===== src/rtl/conv_enc_pkg.sv =====
// Shared types, default code parameters and parity helper for the rate-1/2
// convolutional encoder.
package conv_enc_pkg;

   typedef enum logic [1:0] {IDLE, DATA, TAIL} enc_state_t;

   localparam int unsigned   DefaultK  = 3;
   localparam logic [2:0]    DefaultG0 = 3'b111;
   localparam logic [2:0]    DefaultG1 = 3'b101;
   localparam int unsigned   MaxK      = 9;

   function automatic logic parity(input logic [MaxK-1:0] v);
      return ^v;
   endfunction

endpackage


===== src/rtl/conv_enc_core.sv =====
// Encoder shift register and generator parity; cx_next is the symbol for the
// current input bit u given the stored history.
module conv_enc_core
   import conv_enc_pkg::*;
#(
   parameter int unsigned    K  = DefaultK,
   parameter logic [K-1:0]   G0 = K'(DefaultG0),
   parameter logic [K-1:0]   G1 = K'(DefaultG1)
) (
   input  logic       clk,
   input  logic       reset,
   input  logic       u,
   input  logic       shift_en,
   output logic [1:0] cx_next
);

   // sr[K-2] is the newest stored bit, sr[0] the oldest.
   logic [K-2:0] sr;
   logic [K-1:0] w;

   assign w       = {u, sr};
   assign cx_next = {parity(MaxK'(w & G0)), parity(MaxK'(w & G1))};

   always_ff @(posedge clk) begin
      if (!reset) begin
         sr <= '0;
      end else if (shift_en) begin
         sr <= {u, sr[K-2:1]};
      end
   end

endmodule


===== src/rtl/conv_encoder_framer.sv =====
// Framed rate-1/2 convolutional encoder: valid/ready in, one code symbol per
// cycle out, K-1 zero tail bits appended to every frame.
module conv_encoder_framer
   import conv_enc_pkg::*;
#(
   parameter int unsigned    K  = DefaultK,
   parameter logic [K-1:0]   G0 = K'(DefaultG0),
   parameter logic [K-1:0]   G1 = K'(DefaultG1)
) (
   input  logic       clk,
   input  logic       reset,
   input  logic       d_in,
   input  logic       d_valid,
   input  logic       d_last,
   output logic       d_ready,
   output logic [1:0] cx,
   output logic       cx_valid,
   output logic       cx_last,
   input  logic       cx_ready,
   output logic       busy
);

   localparam int unsigned TW = $clog2(K);

   enc_state_t    state;
   logic [TW-1:0] tail_cnt;
   logic          slot_free;
   logic          xfer;
   logic          emit;
   logic          last_tail;
   logic          u;
   logic [1:0]    cx_next;

   assign slot_free = !cx_valid || cx_ready;
   assign d_ready   = (state != TAIL) && slot_free && reset;
   assign xfer      = d_valid && d_ready;
   assign emit      = xfer || ((state == TAIL) && slot_free);
   assign last_tail = (state == TAIL) && (tail_cnt == '0);
   assign u         = (state == TAIL) ? 1'b0 : d_in;
   assign busy      = (state != IDLE);

   conv_enc_core #(
      .K  (K),
      .G0 (G0),
      .G1 (G1)
   ) u_core (
      .clk      (clk),
      .reset    (reset),
      .u        (u),
      .shift_en (emit),
      .cx_next  (cx_next)
   );

   always_ff @(posedge clk) begin
      if (!reset) begin
         state    <= IDLE;
         tail_cnt <= '0;
         cx       <= '0;
         cx_valid <= 1'b0;
         cx_last  <= 1'b0;
      end else begin
         if (emit) begin
            cx       <= cx_next;
            cx_valid <= 1'b1;
            cx_last  <= last_tail;
         end else if (cx_ready) begin
            cx_valid <= 1'b0;
            cx_last  <= 1'b0;
         end

         case (state)
            IDLE, DATA: begin
               if (xfer) begin
                  if (d_last) begin
                     state    <= TAIL;
                     tail_cnt <= TW'(K - 2);
                  end else begin
                     state <= DATA;
                  end
               end
            end
            TAIL: begin
               if (slot_free) begin
                  if (tail_cnt == '0) begin
                     state <= IDLE;
                  end else begin
                     tail_cnt <= tail_cnt - 1'b1;
                  end
               end
            end
            default: state <= IDLE;
         endcase
      end
   end

endmodule


===== config.mk =====
export PLATFORM = sky130hd
export DESIGN_NAME = conv_encoder_framer
export DESIGN_NICKNAME = d
export VERILOG_FILES = /design/src/rtl/conv_enc_pkg.sv /design/src/rtl/conv_enc_core.sv /design/src/rtl/conv_encoder_framer.sv
export SDC_FILE = /design/constraint.sdc
export NUM_CORES = 1
export LEC_CHECK = 0
export BUFFER_PORTS_ARGS = -buffer_cell sky130_fd_sc_hd__buf_2
export CAP_MARGIN = 20
export CORE_AREA = 5 5 42 44
export CTS_BUF_LIST = sky130_fd_sc_hd__clkbuf_2 sky130_fd_sc_hd__clkbuf_4 sky130_fd_sc_hd__clkbuf_8
export DETAILED_ROUTE_END_ITERATION = 10
export DIE_AREA = 0 0 47 49
export GPL_TIMING_DRIVEN = 0
export MAX_ROUTING_LAYER = met4
export PLACE_DENSITY = 0.73
export SKIP_CTS_REPAIR_TIMING = 1
export SLEW_MARGIN = 20
export SYNTH_ARGS = -nofsm -noshare
export SYNTH_HDL_FRONTEND = slang
export SYNTH_SLANG_ARGS = --single-unit

===== constraint.sdc =====
create_clock -name clk -period 2.5 [get_ports clk]
set_input_delay 0.125 -clock clk [delete_from_list [all_inputs] [get_ports clk]]
set_output_delay 0.125 -clock clk [all_outputs]
set_load 0.01 [all_outputs]

==> results.sh <==
export IMPL_ys_seq_area_share_pct=37.0
export IMPL_crit_required_ns=2.38
export IMPL_synth_simple_area_share_pct=31.9
export IMPL_synth_top_family_by_area="simple AND/OR/NAND/NOR gates"
export IMPL_setup_violations=0
export IMPL_cts_buffers=3
export IMPL_vias=473
export IMPL_min_period_ns=1.39
export IMPL_cts_root_buf="clkbuf_4"
export IMPL_r2r_slack_ns=1.28
export IMPL_p_seq_share_pct=45.7
export IMPL_start_kind="flop"
export IMPL_power_switching_uw=93.1
export IMPL_area_growth_pct=20.6
export IMPL_drc=0
export IMPL_cts_buffer_depth=2
export IMPL_crit_fanout=8
export IMPL_via_per_inst=5.14
export IMPL_start_util_pct=38.6
export IMPL_htree_levels=1
export IMPL_syn_nets=68
export IMPL_die_w_um=47
export IMPL_end_kind="primary output"
export IMPL_grt_max_degree=11
export IMPL_synth_compound_area_share_pct=19.2
export IMPL_dp_hpwl_um=795
export IMPL_hold_viol_final=0
export IMPL_pwr_share_comb_pct=16.5
export IMPL_clk_latency_ns=0.26
export IMPL_synth_seq_cells=10
export IMPL_status="finished clean"
export IMPL_path_clk_slew_ns=0.07
export IMPL_n_fill_cell=142
export IMPL_antenna_found_initial=0
export IMPL_worst_pin_slew_ns=0.272
export IMPL_final_max_slew_viol_count=0
export IMPL_syn_cell_area_um2=541
export IMPL_place_area_um2=616
export IMPL_setup_tns_final_ns=0
export IMPL_p_int_uw=286
export IMPL_antenna_cells=0
export IMPL_skew_ns=0.00367
export IMPL_grt_pass1_wl_um=1660
export IMPL_num_rows=14
export IMPL_drv_cap=0
export IMPL_ys_warn_count=0
export IMPL_io_pins=12
export IMPL_hold_class="input pin to flop"
export IMPL_p_per_area_nw_per_um2=581
export IMPL_max_freq_mhz=719
export IMPL_synth_fa_ha_area_share_pct=2.31
export IMPL_routedWlPerCell_um=10.8
export IMPL_core_um2=1400
export IMPL_synth_avg_cell_area_um2=8.86
export IMPL_antenna_left=0
export IMPL_crit_type="flop to primary output"
export IMPL_peakVddDrop_v=0.000332
export IMPL_wl_um=996
export IMPL_drt_first_pass_iters=2
export IMPL_gp_congestion=0.749
export IMPL_nNetsFinal=84
export IMPL_slew_headroom_pct=81.8
export IMPL_synthCells=61
export IMPL_crit_arrival_ns=1.27
export IMPL_fin_area_um2=652
export IMPL_fin_crit_sh_pct=55.6
export IMPL_die_area_um2=2300
export IMPL_dieHeight_um=49
export IMPL_rsz0062_at_grt="false"
export IMPL_synth_distinct_cells=35
export IMPL_layout_drive_gt1_share_pct=34.2
export IMPL_leakagePower_nw=0.278
export IMPL_cts_tree="done"
export IMPL_portBuffers=11
export IMPL_drt_iter0_markers=5
export IMPL_yosys_area_share_xor_xnor_pct=3.24
export IMPL_grt_pass1_vias=391
export IMPL_switching_share_pct=24.6
export IMPL_clkPwrFrac_pct=37.8
export IMPL_synth_area_mux_share_pct=1.85
export IMPL_cts_sinks=10
export IMPL_track_usage_pct=10.1
export IMPL_gr_total_overflow=0
[Yosys cell counts]
library cell  instances  area [µm²]
a32oi_1               1        8.76
nor2b_4               1        13.8
buf_2                 1        5.00
nor2_1                4        15.0
clkinv_1              1        3.75
inv_1                 2        7.51
nor4_1                1        6.26
nand2b_4              1        13.8
a22oi_1               1        7.51
or3b_1                1        8.76
or2_2                 1        6.26
o21ai_0               2        10.0
buf_4                 1        7.51
nor3_1                2        10.0
nand2b_1              1        6.26
and3_2                1        7.51
mux2i_1               1        10.0
nand3_1               1        5.00
a211oi_1              1        7.51
nand2_1               5        18.8
nand2b_2              1        8.76
a21oi_1               6        30.0
nand2_2               2        12.5
and2b_1               2        15.0
dfxtp_1              10         200
and3_1                1        6.26
nand4_2               1        12.5
xor2_1                1        8.76
nand4_1               1        6.26
o21a_1                1        7.51
o31ai_1               1        7.51
a21oi_4               1        16.3
xnor2_1               1        8.76
o31a_1                1        8.76
ha_1                  1        12.5
[per-layer routing]
layer / routed length [µm] / track usage, %
met5: 0 / -
met4: 21 / 5.53
met3: 47 / 3.32
met2: 455 / 13.3
met1: 471 / 13.1
[power by group through the flow]
stage	logic, mW	registers, mW	clock network (mW)
2_1_floorplan	0.0415	0.178	0
3_3_place_gp	0.0620	0.177	0
3_5_place_dp	0.0631	0.177	0
4_1_cts	0.0634	0.174	0.148
5_1_grt	0.0695	0.175	0.158
6_report	0.0625	0.173	0.143
[final timing paths]
kind | from | end | cells past startpoint
worst max-delay path | state[0]$_SDFFE_PN0P_ | d_ready | 4
worst max register to register | state[1]$_SDFFE_PN0P_ | tail_cnt[0]$_SDFFE_PN0P_ | 5
worst min-delay path | d_in | u_core.sr[1]$_SDFFE_PN0P_ | 3
worst min register to register | cx[1]$_SDFFE_PN0P_ | cx[1]$_SDFFE_PN0P_ | 2
[cell families after synthesis]
kind of cell | Yosys count
simple gates | 27
buf+inv | 5
fa+ha+maj | 1
mux | 1
compound gates | 15
xor+xnor | 2
flops | 10
[registers in the layout, summed over array words and instances, names as in the netlist]
register   count
cx             2
u_core.sr      2
state          2
cx_valid       1
cx_last        1
tail_cnt       2
[final cells by class]
class                      instances  area, µm²  share of cell area, %
buffer                             2       12.5                   1.92
timing repair buffer              11       55.1                   8.45
inverter                           3       11.3                   1.73
multi-input combinational         46        317                   48.6
tap                               16       20.0                   3.07
sequential                        10        200                   30.7
clock buffer                       4       36.3                   5.57
[layout by cell type, fill, tap and decap left out]
| cell | instances |
|---|---|
| a21oi_4 | 1 |
| a22oi_1 | 1 |
| clkbuf_8 | 1 |
| and3_1 | 1 |
| o31ai_1 | 1 |
| nand4_1 | 1 |
| nand2b_4 | 1 |
| nand2_2 | 2 |
| nor3_1 | 2 |
| nand4_2 | 1 |
| a211oi_1 | 1 |
| nand2b_2 | 1 |
| a32oi_1 | 1 |
| dfxtp_1 | 10 |
| o31a_1 | 1 |
| clkinv_1 | 1 |
| buf_4 | 1 |
| nand2b_1 | 1 |
| nor2b_4 | 1 |
| xnor2_1 | 1 |
| inv_1 | 2 |
| ha_1 | 1 |
| nor2_1 | 4 |
| buf_2 | 12 |
| clkbuf_4 | 3 |
| o21a_1 | 1 |
| xor2_1 | 1 |
| nand3_1 | 1 |
| mux2i_1 | 1 |
| or3b_1 | 1 |
| nand2_1 | 5 |
| o21ai_0 | 2 |
| nor4_1 | 1 |
| and3_2 | 1 |
| and2b_1 | 2 |
| or2_2 | 1 |
| a21oi_1 | 6 |
[per-stage QoR]
stage	setup WS [ns]	power [mW]	hold WS, ns	util, %	std cells
after global routing	1.04	0.402	0.153	46.5	92
after detailed placement	1.29	0.240	0.426	43.9	88
final	1.11	0.379	0.147	46.5	92
after CTS	1.09	0.385	0.142	46.5	92
after global placement	1.30	0.239	0.419	43.9	88
after floorplan	1.33	0.220	0.252	-	61
[worst max-delay path: stages, from the launching register on]
cell	delay (ns)
dfxtp_1	0.36
and2b_1	0.19
buf_4	0.16
nor3_1	0.15
buf_2	0.15
(Power assumes the default switching activity.)
